### src/rtl/mem_arbiter_pkg.sv
// Shared constants for the memory arbiter: line geometry and FSM state encoding.
package mem_arbiter_pkg;

  localparam int LINE_WORDS = 4;
  localparam int MEM_WORD_W = 32;
  localparam int BEAT_W     = $clog2(LINE_WORDS);
  localparam int LINE_W     = LINE_WORDS * MEM_WORD_W;

  typedef enum logic [1:0] {
    ST_IDLE  = 2'd0,
    ST_DATA  = 2'd1,
    ST_IFILL = 2'd2
  } arb_state_e;

endpackage

### src/rtl/mem_arb_line_buffer.sv
// Instruction line assembly: beat counter, per-word storage and the
// published line, which only changes when the final beat lands.
module mem_arb_line_buffer
  import mem_arbiter_pkg::*;
(
  input  logic                  clk,
  input  logic                  reset,
  input  logic                  beat_ack,
  input  logic [MEM_WORD_W-1:0] beat_rdata,
  output logic [BEAT_W-1:0]     beat,
  output logic                  last_beat,
  output logic [LINE_W-1:0]     line
);

  logic [BEAT_W-1:0]     beat_q, beat_d;
  logic [MEM_WORD_W-1:0] word_q [LINE_WORDS];
  logic [MEM_WORD_W-1:0] word_d [LINE_WORDS];
  logic [LINE_W-1:0]     line_q, line_d;
  logic [LINE_W-1:0]     line_asm;

  assign last_beat = (beat_q == BEAT_W'(LINE_WORDS - 1));
  assign beat      = beat_q;
  assign line      = line_q;

  // The completed line is the stored earlier words plus the word arriving now.
  genvar gi;
  generate
    for (gi = 0; gi < LINE_WORDS; gi++) begin : g_asm
      assign line_asm[gi*MEM_WORD_W +: MEM_WORD_W] =
        (gi == LINE_WORDS - 1) ? beat_rdata : word_q[gi];
    end
  endgenerate

  // Store each acked beat, advance (and naturally wrap) the beat counter.
  always_comb begin
    beat_d = beat_q;
    line_d = line_q;
    for (int i = 0; i < LINE_WORDS; i++) begin
      word_d[i] = word_q[i];
    end
    if (beat_ack) begin
      word_d[beat_q] = beat_rdata;
      beat_d         = beat_q + 1'b1;
      if (last_beat) begin
        line_d = line_asm;
      end
    end
  end

  // Register the beat counter, word storage and published line.
  always_ff @(posedge clk) begin
    if (reset) begin
      beat_q <= '0;
      line_q <= '0;
      for (int i = 0; i < LINE_WORDS; i++) begin
        word_q[i] <= '0;
      end
    end else begin
      beat_q <= beat_d;
      line_q <= line_d;
      for (int i = 0; i < LINE_WORDS; i++) begin
        word_q[i] <= word_d[i];
      end
    end
  end

endmodule

### src/rtl/mem_arbiter.sv
// Arbitrates one backing memory port between I-cache line fills and
// single-word data accesses, with a bounded data streak while a fill waits.
module mem_arbiter
  import mem_arbiter_pkg::*;
#(
  parameter int MAX_D_STREAK = 4,
  parameter int ADDR_W       = 32
) (
  input  logic                  clk,
  input  logic                  reset,
  input  logic                  i_read_start,
  input  logic [ADDR_W-1:0]     i_address,
  output logic [LINE_W-1:0]     i_data,
  output logic                  i_read_rdy,
  input  logic                  d_req,
  input  logic                  d_we,
  input  logic [ADDR_W-1:0]     d_address,
  input  logic [MEM_WORD_W-1:0] d_wdata,
  output logic [MEM_WORD_W-1:0] d_rdata,
  output logic                  d_done,
  output logic                  mem_req,
  output logic                  mem_we,
  output logic [ADDR_W-1:0]     mem_address,
  output logic [MEM_WORD_W-1:0] mem_wdata,
  input  logic [MEM_WORD_W-1:0] mem_rdata,
  input  logic                  mem_ack
);

  localparam int STREAK_W = $clog2(MAX_D_STREAK + 1);

  arb_state_e            state_q, state_d;
  logic [STREAK_W-1:0]   streak_q, streak_d;
  logic [ADDR_W-1:0]     addr_q, addr_d;
  logic                  we_q, we_d;
  logic [MEM_WORD_W-1:0] wdata_q, wdata_d;
  logic [MEM_WORD_W-1:0] d_rdata_q, d_rdata_d;
  logic                  d_done_q, d_done_d;
  logic                  i_read_rdy_q, i_read_rdy_d;

  logic              beat_ack;
  logic              last_beat;
  logic [BEAT_W-1:0] beat;
  logic              i_pend;
  logic              d_pend;
  logic              streak_max;

  // A requester is blind in its own done cycle. The raw d_req still counts
  // as "data waiting" for priority, so a held data request does not hand the
  // port to a waiting fill just because of its done-cycle bubble.
  assign i_pend     = i_read_start && !i_read_rdy_q;
  assign d_pend     = d_req && !d_done_q;
  assign streak_max = (streak_q == STREAK_W'(MAX_D_STREAK));
  assign beat_ack   = (state_q == ST_IFILL) && mem_ack;

  mem_arb_line_buffer u_line_buf (
    .clk        (clk),
    .reset      (reset),
    .beat_ack   (beat_ack),
    .beat_rdata (mem_rdata),
    .beat       (beat),
    .last_beat  (last_beat),
    .line       (i_data)
  );

  // Bus outputs are driven only while a transaction owns the port.
  assign mem_req     = (state_q != ST_IDLE);
  assign mem_we      = (state_q == ST_DATA) && we_q;
  assign mem_wdata   = (state_q == ST_DATA) ? wdata_q : '0;
  assign mem_address = (state_q == ST_DATA)  ? addr_q :
                       (state_q == ST_IFILL) ? {addr_q[ADDR_W-1:4], beat, 2'b00} :
                                               '0;
  assign d_rdata     = d_rdata_q;
  assign d_done      = d_done_q;
  assign i_read_rdy  = i_read_rdy_q;

  // Next-state: grant decision in IDLE, completion handling otherwise.
  always_comb begin
    state_d      = state_q;
    streak_d     = streak_q;
    addr_d       = addr_q;
    we_d         = we_q;
    wdata_d      = wdata_q;
    d_rdata_d    = d_rdata_q;
    d_done_d     = 1'b0;
    i_read_rdy_d = 1'b0;
    case (state_q)
      ST_IDLE: begin
        if (i_pend && (!d_req || streak_max)) begin
          state_d  = ST_IFILL;
          streak_d = '0;
          addr_d   = i_address;
          we_d     = 1'b0;
          wdata_d  = '0;
        end else if (d_pend) begin
          state_d = ST_DATA;
          addr_d  = d_address;
          we_d    = d_we;
          wdata_d = d_wdata;
          if (i_pend && !streak_max) begin
            streak_d = streak_q + 1'b1;
          end
        end
      end
      ST_DATA: begin
        if (mem_ack) begin
          state_d  = ST_IDLE;
          d_done_d = 1'b1;
          if (!we_q) begin
            d_rdata_d = mem_rdata;
          end
        end
      end
      ST_IFILL: begin
        if (mem_ack && last_beat) begin
          state_d      = ST_IDLE;
          i_read_rdy_d = 1'b1;
        end
      end
      default: state_d = ST_IDLE;
    endcase
  end

  // State and latched transaction registers.
  always_ff @(posedge clk) begin
    if (reset) begin
      state_q      <= ST_IDLE;
      streak_q     <= '0;
      addr_q       <= '0;
      we_q         <= 1'b0;
      wdata_q      <= '0;
      d_rdata_q    <= '0;
      d_done_q     <= 1'b0;
      i_read_rdy_q <= 1'b0;
    end else begin
      state_q      <= state_d;
      streak_q     <= streak_d;
      addr_q       <= addr_d;
      we_q         <= we_d;
      wdata_q      <= wdata_d;
      d_rdata_q    <= d_rdata_d;
      d_done_q     <= d_done_d;
      i_read_rdy_q <= i_read_rdy_d;
    end
  end

endmodule
### config.mk
export PLATFORM = sky130hd
export DESIGN_NAME = mem_arbiter
export DESIGN_NICKNAME = d
export VERILOG_FILES = /design/src/rtl/mem_arbiter_pkg.sv /design/src/rtl/mem_arb_line_buffer.sv /design/src/rtl/mem_arbiter.sv
export SDC_FILE = /design/constraint.sdc
export NUM_CORES = 1
export LEC_CHECK = 0
export ABC_AREA = 1
export BUFFER_PORTS_ARGS = -buffer_cell sky130_fd_sc_hd__buf_2
export CORE_UTILIZATION = 48
export DETAILED_ROUTE_END_ITERATION = 8
export PLACE_DENSITY_LB_ADDON = 0.15
export SYNTH_ARGS = -nofsm -noshare
export SYNTH_HDL_FRONTEND = slang
export SYNTH_SLANG_ARGS = --single-unit
### constraint.sdc
create_clock -name clk -period 1.8 [get_ports clk]
set_input_delay 0.36 -clock clk [delete_from_list [all_inputs] [get_ports clk]]
set_output_delay 0.36 -clock clk [all_outputs]
set_load 0.005 [all_outputs]
==> flow_summary.toml, run 1 <==
[clocking]
clkSinkCount = 330
cts_max_path_buffers = 3
cts_buffers = 36
clock_latency_ns = 0.52
path_clk_slew_ns = 0.06
postCtsHoldBufs = 0
cts_root_buf = "clkbuf_16"
cts_tree = "done"
cts-htree-levels = 2

[finish]
fillers = 2236
multiInputGateArea_um2 = 4710
design_area_um2 = 16100
utilization_pct = 63.5
seq_area_um2 = 6610
layout-drive-gt1-share_pct = 25.5
nets = 2115
synthToLayoutAreaGrowth_pct = 29.4

[timing]
worst_slack_ns = -0.135
finalMaxSlewViolations = 0
hold_viol = 0
fmax_mhz = 517
fin_crit_ns = 1.94
worstMarginPinSlew_ns = 0.419
slew-limit-headroom_pct = 71.9
setup_violations = 65
skew_ns = 0.0144
rsz0062_at_grt = "yes"
layout_worst_path_cycle_share_pct = 108

[drt]
via_count = 11500
drtAntennaViolNets = 0
drt-total-wl_um = 33700
drt_iter0_drc = 722
wl_per_cell_um = 14.5
drc = 0
dr.pass1.iters = 5
via_per_inst = 4.95

[critical_path]
critPathCapture = "mem_address[7]"
r2r_slack_ns = 0.20
cp_data_arrival_time_ns = 1.58
required_ns = 1.44
cp-startpoint = "state_q[1]"
critPathLaunchType = "flop"
r2r-start = "streak_q[0]"
reg2reg_depth = 11
cp_max_fo = 7
worstReg2RegEnd = "addr_q[10]"
worst_setup_path_end_kind = "primary output"
critical_path_class = "reg2out"

[logic_synthesis]
ys_warn_count = 0
synth_top_area_share_pct = 53.1
yosysSeqAreaShare_pct = 53.1
syn_area_um2 = 12400
synth_nets = 1784
yosysTopAreaCell = "dfxtp_1"
synth_area_leaders = "dfxtp_1 (53%), a21oi_1 (9.2%), o21ai_0 (8.3%), nor2_1 (7.9%), nand2_1 (7.4%)"
syn_avg_cell_area_um2 = 7.56
syn_inst = 1644
yosysUniqueCellTypes = 27
synth_seq_cells = 330

[placement]
port_buffers = 361
dp_hpwl_um = 21700
gp_congestion = 0.848
dpl_cell_area_um2 = 14500

[global_route]
grt_pass1_vias = 10500
grt_start_max_net_pins = 82
grt_first_pass_wirelength_um = 52700
gr-usage-all-layers_pct = 24.5
grt_overflow = 0
antenna_found_initial = 2

[run_status]
violations = "negative setup slack"
status = "finished with violations"

[power_and_ir_drop]
ir_worst_vdd_uv = 773
p_int_mw = 12.7
comb_power_share_pct = 9.2
p_clk_share_pct = 45.1
power_density_nw_per_um2 = 1040
power_switching_mw = 4.01
sw_frac_of_total_pct = 24.1
sequentialPowerShare_pct = 45.7
p_leak_nw = 7.59

[worst_hold_path]
hold_path_depth = 3
min_path_type = "in2reg"

[die]
io_pins = 362
die_width_um = 163
core_area_um2 = 25300
row_count = 58
die_area_um2 = 26600
die_h_um = 163
start_util_pct = 49.1

[flow_run]
maxCapViolCount = 0
state kept, by name, summed over array words and instances, names as in the netlist:
register	count
u_line_buf.line	128
u_line_buf.word_q	96
addr_q	32
streak_q	3
d_done	1
u_line_buf.beat	2
i_read_rdy	1
state_q	2
d_rdata	32
we_q	1
wdata_q	32
layout make-up:
cell class | instances | area share [%]
Clock inverter | 21 | 1.43
Multi-Input combinational cell | 1019 | 29.3
Antenna cell | 2 | 0.0311
Sequential cell | 330 | 41.1
Timing Repair Buffer | 405 | 15.1
Inverter | 183 | 4.35
Clock buffer | 43 | 6.14
Tap cell | 330 | 2.57
metrics by stage:
stage                     power, mW  instances  worst slack, ns  hold WS, ns  TNS, ns
final                          16.7       2333           -0.135       0.0969    -5.50
after global routing           17.3       2333           -0.191       0.0960    -9.12
after CTS                      16.7       2325           -0.137       0.0789    -5.05
after detailed placement       9.14       2254            0.147        0.442        0
after global placement         9.11       2254            0.202        0.436        0
after floorplan                8.60       1644            0.273        0.429        0
routing by layer:
metal,up-vias,part of all wire (%),global-route usage (%)
met2,357,47,40.1
met4,0,3.2,9.69
met3,76,6.1,4.61
met5,-,0,0
li1,5875,-,-
met1,5230,44,31.7
critical path: stages (launching register included):
cell and delay [ns]:
dfxtp_2 0.35, inv_4 0.06, nand2_8 0.06, inv_4 0.04, nor2_4 0.12, buf_12 0.14
buf_16 0.13, nor2_1 0.04, buf_2 0.12
logic make-up after synthesis:
kind of cell / after synthesis / share of synthesized area, %
compound gates: 491 / 19.8
fa+ha+maj: 6 / 0.604
buf+inv: 295 / 10.0
flops: 330 / 53.1
simple gates: 522 / 16.4
power by group through the flow:
stage          sequential, mW  clock, mW  combinational [mW]
3_3_place_gp             7.77          0                1.34
3_5_place_dp             7.78          0                1.36
6_report                 7.62       7.51                1.53
5_1_grt                  7.64       7.98                1.71
4_1_cts                  7.62       7.65                1.47
2_1_floorplan            7.77          0               0.833
synthesized netlist by cell type:
| cell type | instances |
|---|---|
| dfxtp_1 | 330 |
| nor2_1 | 261 |
| nand2_1 | 244 |
| a21oi_1 | 229 |
| o21ai_0 | 206 |
| inv_1 | 181 |
| buf_2 | 58 |
| o21ai_1 | 52 |
| clkbuf_1 | 37 |
| buf_4 | 8 |
| ha_1 | 6 |
| buf_6 | 4 |
| clkbuf_2 | 4 |
| nand2_2 | 4 |
| nand3_1 | 4 |
| nor2_2 | 2 |
| nor2_4 | 2 |
| nor2_8 | 2 |
| o22ai_1 | 2 |
| a31oi_1 | 1 |
| buf_1 | 1 |
| inv_2 | 1 |
| inv_4 | 1 |
| nand4_1 | 1 |
| nor3_1 | 1 |
| nor3_4 | 1 |
| o21a_1 | 1 |
cells in the final DEF, fill, tap and decap left out, types with 3 or more instances in the layout:
| cell type | netlist | final |
|---|---|---|
| a21oi_1 | 229 | 229 |
| clkbuf_8 | 0 | 4 |
| ha_1 | 6 | 6 |
| buf_4 | 8 | 20 |
| inv_6 | 0 | 3 |
| nor2_2 | 2 | 16 |
| nand3_1 | 4 | 4 |
| o21ai_1 | 52 | 52 |
| dfxtp_1 | 330 | 328 |
| inv_4 | 1 | 3 |
| nand2_2 | 4 | 5 |
| nor2_1 | 261 | 239 |
| clkinvlp_4 | 0 | 4 |
| buf_6 | 4 | 3 |
| nand2_1 | 244 | 242 |
| clkbuf_16 | 0 | 39 |
| bufinv_16 | 0 | 4 |
| inv_1 | 181 | 179 |
| buf_12 | 0 | 16 |
| o21ai_0 | 206 | 206 |
| clkinv_2 | 0 | 9 |
| nor2_4 | 2 | 10 |
| buf_2 | 58 | 361 |
how the worst min path moves through the flow:
stage                               end  slack, ns                      from
5_1_grt                     wdata_q[15]        0.1               d_wdata[15]
3_3_place_gp        u_line_buf.line[21]       0.44  u_line_buf.word_q[0][21]
6_report                    wdata_q[22]        0.1               d_wdata[22]
4_1_cts                     wdata_q[22]       0.08               d_wdata[22]
2_1_floorplan  u_line_buf.word_q[0][31]       0.43  u_line_buf.word_q[0][31]
3_5_place_dp        u_line_buf.line[87]       0.44  u_line_buf.word_q[2][23]
what timing repair did:
| item | 4_1_cts | 5_1_grt |
|---|---|---|
| setup endpoints to repair | 65 | 90 |
| buffers inserted | 6 | 3 |
| pin swaps | 2 | 4 |
| gates resized for setup | 24 | 25 |
| cloned | 2 | 4 |
No activity file was read; power rests on OpenSTA's default activity.
==> run 2: changes to the inputs <==
--- a/config.mk
+++ b/config.mk
@@ -7,6 +7,7 @@
 export LEC_CHECK = 0
 export ABC_AREA = 1
 export BUFFER_PORTS_ARGS = -buffer_cell sky130_fd_sc_hd__buf_2
+export CORE_ASPECT_RATIO = 1.2
 export CORE_UTILIZATION = 48
 export DETAILED_ROUTE_END_ITERATION = 8
 export PLACE_DENSITY_LB_ADDON = 0.15
==> run 2 against run 1 <==
Compared with the run above:
- the run still ends with negative setup slack left
- sequential cell count unchanged
- design area rose by 0.49%
- sequential power barely moved
- worst setup slack got worse by 0.035 ns
- combinational power up 8%
- wire length rose by 1.6%
- die area about the same
- worst hold slack about the same
- clock skew increased by 0.0081 ns
- utilization about the same
- first-iteration DRC count shrank 29%
- sequential share of layout area down 0.20 points
==> flow_summary.toml, run 2 (synthesized netlist as in run 1, its figures left out) <==
[timing]
finalMaxSlewViolations = 0
hold_viol = 0
rsz0062_at_grt = "yes"
slew-limit-headroom_pct = 71.3
fmax_mhz = 508
hold_slack_ns = 0.0973
fin_crit_ns = 1.97
layout_worst_path_cycle_share_pct = 109
worstMarginPinSlew_ns = 0.429
setup_violations = 63
worst_slack_ns = -0.170
skew_ns = 0.0225

[critical_path]
critPathLaunchType = "flop"
worst_setup_path_end_kind = "primary output"
worstReg2RegEnd = "addr_q[19]"
cp.depth = 8
critical_path_class = "reg2out"
cp_data_arrival_time_ns = 1.61
slowest_delay_ns = 0.36
required_ns = 1.44
cpMostUsedCell = "inv_4"
crit_buf_inv = 5
slowest_stage = "dfxtp_2"
r2r-start = "streak_q[0]"
critPathCapture = "mem_address[22]"
cp_max_fo = 7
cp-startpoint = "state_q[1]"
critical_path.cell_chain = "inv_4 -> nand2_4 -> inv_4 -> nor2_4 -> buf_6 -> clkbuf_16 -> nor2_2 -> buf_2"
crit_family = "buffers and inverters"
r2r_slack_ns = 0.11
reg2reg_depth = 11

[drt]
via_count = 11500
route.met3.wl_um = 2290
m1WireLength_um = 14700
via_per_inst = 4.95
dr.pass1.iters = 5
drt-total-wl_um = 34300
routed.top_layer = "met4"
drt_iter0_drc = 511
wl_met2_um = 16600
wl_per_cell_um = 14.7
drc = 0
drtAntennaViolNets = 0

[die]
die_h_um = 178
start_util_pct = 48.8
die_area_um2 = 26600
io_pins = 362
row_count = 64
core_area_um2 = 25500
die_width_um = 149

[finish]
synthToLayoutAreaGrowth_pct = 30.0
fin_cells = 2330
fillers = 2289
nets = 2115
largest_register_ffs = 128
final_common_cell = "buf_2"
layout-drive-gt1-share_pct = 26.2
layout_common_cells = "buf_2 (361), dfxtp_1 (328), nand2_1 (242)"

[clocking]
path_clk_slew_ns = 0.06
cts_root_buf = "clkbuf_16"
postCtsHoldBufs = 0
cts_buffers = 34
clkSinkCount = 330
cts-htree-levels = 2
cts_max_path_buffers = 3
cts_tree = "done"
clock_latency_ns = 0.51

[placement]
gp_congestion = 0.799
port_buffers = 361
dp.cells = 2251
dp_hpwl_um = 21700

[worst_hold_path]
min_path_type = "in2reg"

[global_route]
grt_pass1_vias = 10300
grt_first_pass_wirelength_um = 51900
grt_overflow = 0
gr-usage-all-layers_pct = 24.2
grt_start_max_net_pins = 97
antenna_found_initial = 1

[power_and_ir_drop]
ir_worst_vdd_uv = 744
finalPower_mw = 16.5
p_leak_nw = 7.62
power_density_nw_per_um2 = 1020

[flow_run]
maxCapViolCount = 0

[run_status]
status = "finished with violations"
violations = "negative setup slack"
## run 2: cell count changes in the layout (fill, tap and decap cells not counted), sizes merged
cell / delta
clkinv: -3
bufinv: -1
buf: -1
diode: -1
clkinvlp: -3
inv: -1
clkbuf: +7
## run 2: timing repair
action                     in CTS  in global routing
setup endpoints to repair      65                 85
cloned                          2                  6
resized for setup              29                 41
pin swaps                       2                  4
buffers inserted                6                  5
## run 2: metal layers
layer / GRT usage (%) / vias up
li1: - / 5869
met1: 30.9 / 5243
met2: 40.8 / 360
met3: 5.17 / 50
met4: 7.23 / 0
met5: 0 / -
## run 2: final cells by class
class | instances | area, um2 | share of cell area [%]
inverter | 183 | 704 | 4.36
sequential | 330 | 6610 | 40.9
multi-input combinational | 1019 | 4760 | 29.4
clock inverter | 13 | 146 | 0.906
tap | 330 | 413 | 2.55
antenna | 1 | 2.50 | 0.0155
timing repair buffer | 407 | 2520 | 15.6
clock buffer | 47 | 1010 | 6.25
## run 2: through the flow
| step | setup TNS, ns | instance area [um2] | setup WS, ns | util (%) |
|---|---|---|---|---|
| 6_report | -7.27 | 16200 | -0.170 | 63.5 |
| 4_1_cts | -6.78 | 15900 | -0.155 | 62.3 |
| 3_5_place_dp | 0 | 14500 | 0.125 | 57.0 |
| 5_1_grt | -10.49 | 16200 | -0.220 | 63.5 |
| 3_3_place_gp | 0 | 14500 | 0.213 | 57.0 |
| 2_1_floorplan | 0 | 12400 | 0.273 | - |
## run 2: how the worst min path moves through the flow
stage / startpoint / endpoint / slack [ns] / cells after the start
2_1_floorplan: u_line_buf.word_q[0][31] / u_line_buf.word_q[0][31] / 0.43 / 2
3_3_place_gp: u_line_buf.word_q[0][20] / u_line_buf.line[20] / 0.44 / 2
3_5_place_dp: u_line_buf.word_q[1][19] / u_line_buf.line[51] / 0.44 / 2
4_1_cts: d_wdata[12] / wdata_q[12] / 0.08 / 3
5_1_grt: d_wdata[18] / wdata_q[18] / 0.09 / 3
6_report: d_wdata[14] / wdata_q[14] / 0.1 / 3
## run 2: report_power, final
part / switching, mW / leakage [nW] / total, mW / internal, mW
Combinational: 0.990 / 4.36 / 1.66 / 0.669
Clock: 2.86 / 0.578 / 7.22 / 4.36
Sequential: 0.0880 / 2.68 / 7.62 / 7.54
Total: 3.94 / 7.62 / 16.5 / 12.6
## run 2: worst register-to-register path, delay by kind of cell (launching register included)
family	cells	cell delay, ns
fa+ha+maj	1	0.19
buf+inv	2	0.31
flops	1	0.37
simple gates	8	0.69
==> run 3: changes to the inputs <==
--- a/config.mk
+++ b/config.mk
@@ -9,8 +9,10 @@
 export BUFFER_PORTS_ARGS = -buffer_cell sky130_fd_sc_hd__buf_2
 export CORE_ASPECT_RATIO = 1.2
 export CORE_UTILIZATION = 48
+export CTS_CLUSTER_SIZE = 8
 export DETAILED_ROUTE_END_ITERATION = 8
 export PLACE_DENSITY_LB_ADDON = 0.15
+export RECOVER_POWER = 100
 export SYNTH_ARGS = -nofsm -noshare
 export SYNTH_HDL_FRONTEND = slang
 export SYNTH_SLANG_ARGS = --single-unit
==> run 3 against run 2 <==
Compared with the run above:
- the run still ends with negative setup slack left
- critical endpoint unchanged
- critical path type unchanged
- wire length increased by 0.28%
- sequential share of layout area decreased by 0.19 points
- die area unchanged
- register-to-register slack improved by 0.02 ns
- first-iteration DRC count increased by 2.9%
- total power increased by 1.9%
==> flow_summary.toml, run 3 (synthesized netlist as in run 1, its figures left out) <==
[drt]
dr.pass1.iters = 5
drc = 0
via_per_inst = 4.98
wl_per_cell_um = 14.8
via_count = 11500
drtAntennaViolNets = 0
drt-total-wl_um = 34400
drt_iter0_drc = 526

[power_and_ir_drop]
finalPower_mw = 16.8
power_density_nw_per_um2 = 1040
ir_worst_vdd_uv = 719
p_leak_nw = 7.63

[clocking]
cts_tree = "done"
postCtsHoldBufs = 0
cts_max_path_buffers = 3
cts_buffers = 47
clkSinkCount = 330
clock_latency_ns = 0.53
cts-htree-levels = 2
path_clk_slew_ns = 0.05
cts_root_buf = "clkbuf_16"

[finish]
final_common_cell = "buf_2"
synthToLayoutAreaGrowth_pct = 30.6
nets = 2128
layout-drive-gt1-share_pct = 26.1
layout_common_cells = "buf_2 (360), dfxtp_1 (328), nand2_1 (242)"
largest_register_ffs = 128

[critical_path]
slowest_delay_ns = 0.35
critical_path_class = "reg2out"
crit_buf_inv = 5
critical_path.cell_chain = "inv_4 -> nand2_4 -> inv_4 -> nor2_4 -> buf_6 -> clkbuf_16 -> nor2_2 -> buf_2"
crit_family = "buffers and inverters"
critPathLaunchType = "flop"
cp_data_arrival_time_ns = 1.63
cp_max_fo = 7
worst_setup_path_end_kind = "primary output"
slowest_stage = "dfxtp_2"
required_ns = 1.44
cpMostUsedCell = "inv_4"

[worst_hold_path]
min_path_type = "in2reg"

[timing]
skew_ns = 0.0110
fmax_mhz = 504
worst_slack_ns = -0.185
layout_worst_path_cycle_share_pct = 110
rsz0062_at_grt = "yes"
hold_slack_ns = 0.0796
worstMarginPinSlew_ns = 0.430
fin_crit_ns = 1.99
slew-limit-headroom_pct = 71.2
hold_viol = 0
setup_violations = 63
finalMaxSlewViolations = 0

[global_route]
use_met3_pct = 5.75
gr-usage-all-layers_pct = 24.7
grt.busiest_layer = "met2"
grt_util_met1_pct = 31.0
gr-usage-met2_pct = 41.7
grt_first_pass_wirelength_um = 52700
grt_pass1_vias = 10400
grt_overflow = 0
grt_start_max_net_pins = 97
antenna_found_initial = 1

[die]
core_area_um2 = 25500
die_area_um2 = 26600
io_pins = 362
die_h_um = 178
die_width_um = 149
start_util_pct = 48.8
row_count = 64

[placement]
port_buffers = 361
dp_hpwl_um = 21700
gp_congestion = 0.799

[run_status]
status = "finished with violations"
violations = "negative setup slack"

[flow_run]
maxCapViolCount = 0
==> run 3: layout make-up <==
class,instances,area [um2]
Inverter,183,699
Tap cell,330,413
Clock inverter,3,36.3
Sequential cell,330,6610
Antenna cell,1,2.50
Timing Repair Buffer,407,2520
Multi-Input combinational cell,1019,4780
Fill cell,2283,9220
Clock buffer,48,1180
==> run 3: path summary, 6_finish.rpt <==
check,from,to,slack [ns],cells past startpoint
worst max-delay path,state_q[1],mem_address[22],-0.19,8
worst min register to register,u_line_buf.word_q[2][13],u_line_buf.line[77],0.44,2
worst min-delay path,d_wdata[22],wdata_q[22],0.08,3
worst max register to register,streak_q[0],addr_q[23],0.13,11
==> run 3: report_power, final <==
group          internal, mW  switching, mW  leakage, nW
logic                 0.666          0.997         4.36
clock network          4.58           2.93        0.595
registers              7.56         0.0873         2.68
total                  12.8           4.01         7.63
==> run 3: through the flow <==
stage | instances | utilization [%] | area [um2] | setup TNS [ns] | setup slack [ns]
floorplan | 1644 | - | 12400 | 0 | 0.273
global placement | 2251 | 57.0 | 14500 | 0 | 0.213
detailed placement | 2251 | 57.0 | 14500 | 0 | 0.125
CTS | 2314 | 62.8 | 16000 | -6.08 | -0.157
global route | 2320 | 63.8 | 16200 | -9.77 | -0.231
finish | 2321 | 63.8 | 16200 | -6.49 | -0.185
==> run 3: worst register-to-register path, delay by kind of cell, from the launching register on <==
kind,cells,cell delay [ns]
and+or+nand+nor,8,0.73
DFF,1,0.37
buffers and inverters,2,0.27
adders and majority gates,1,0.19
==> run 3: per-layer routing <==
layer  up-vias  wire (um)
li1       5880          -
met1      5235      14600
met2       387      16800
met3        47       2270
met4         0        694
met5         -          0
==> run 3: timing repair <==
action                                  CTS  global route
setup buffers                             9             4
cloned                                    4             2
pin swaps                                 2             3
gates resized for setup                  34            45
endpoints found under the setup margin   65            77
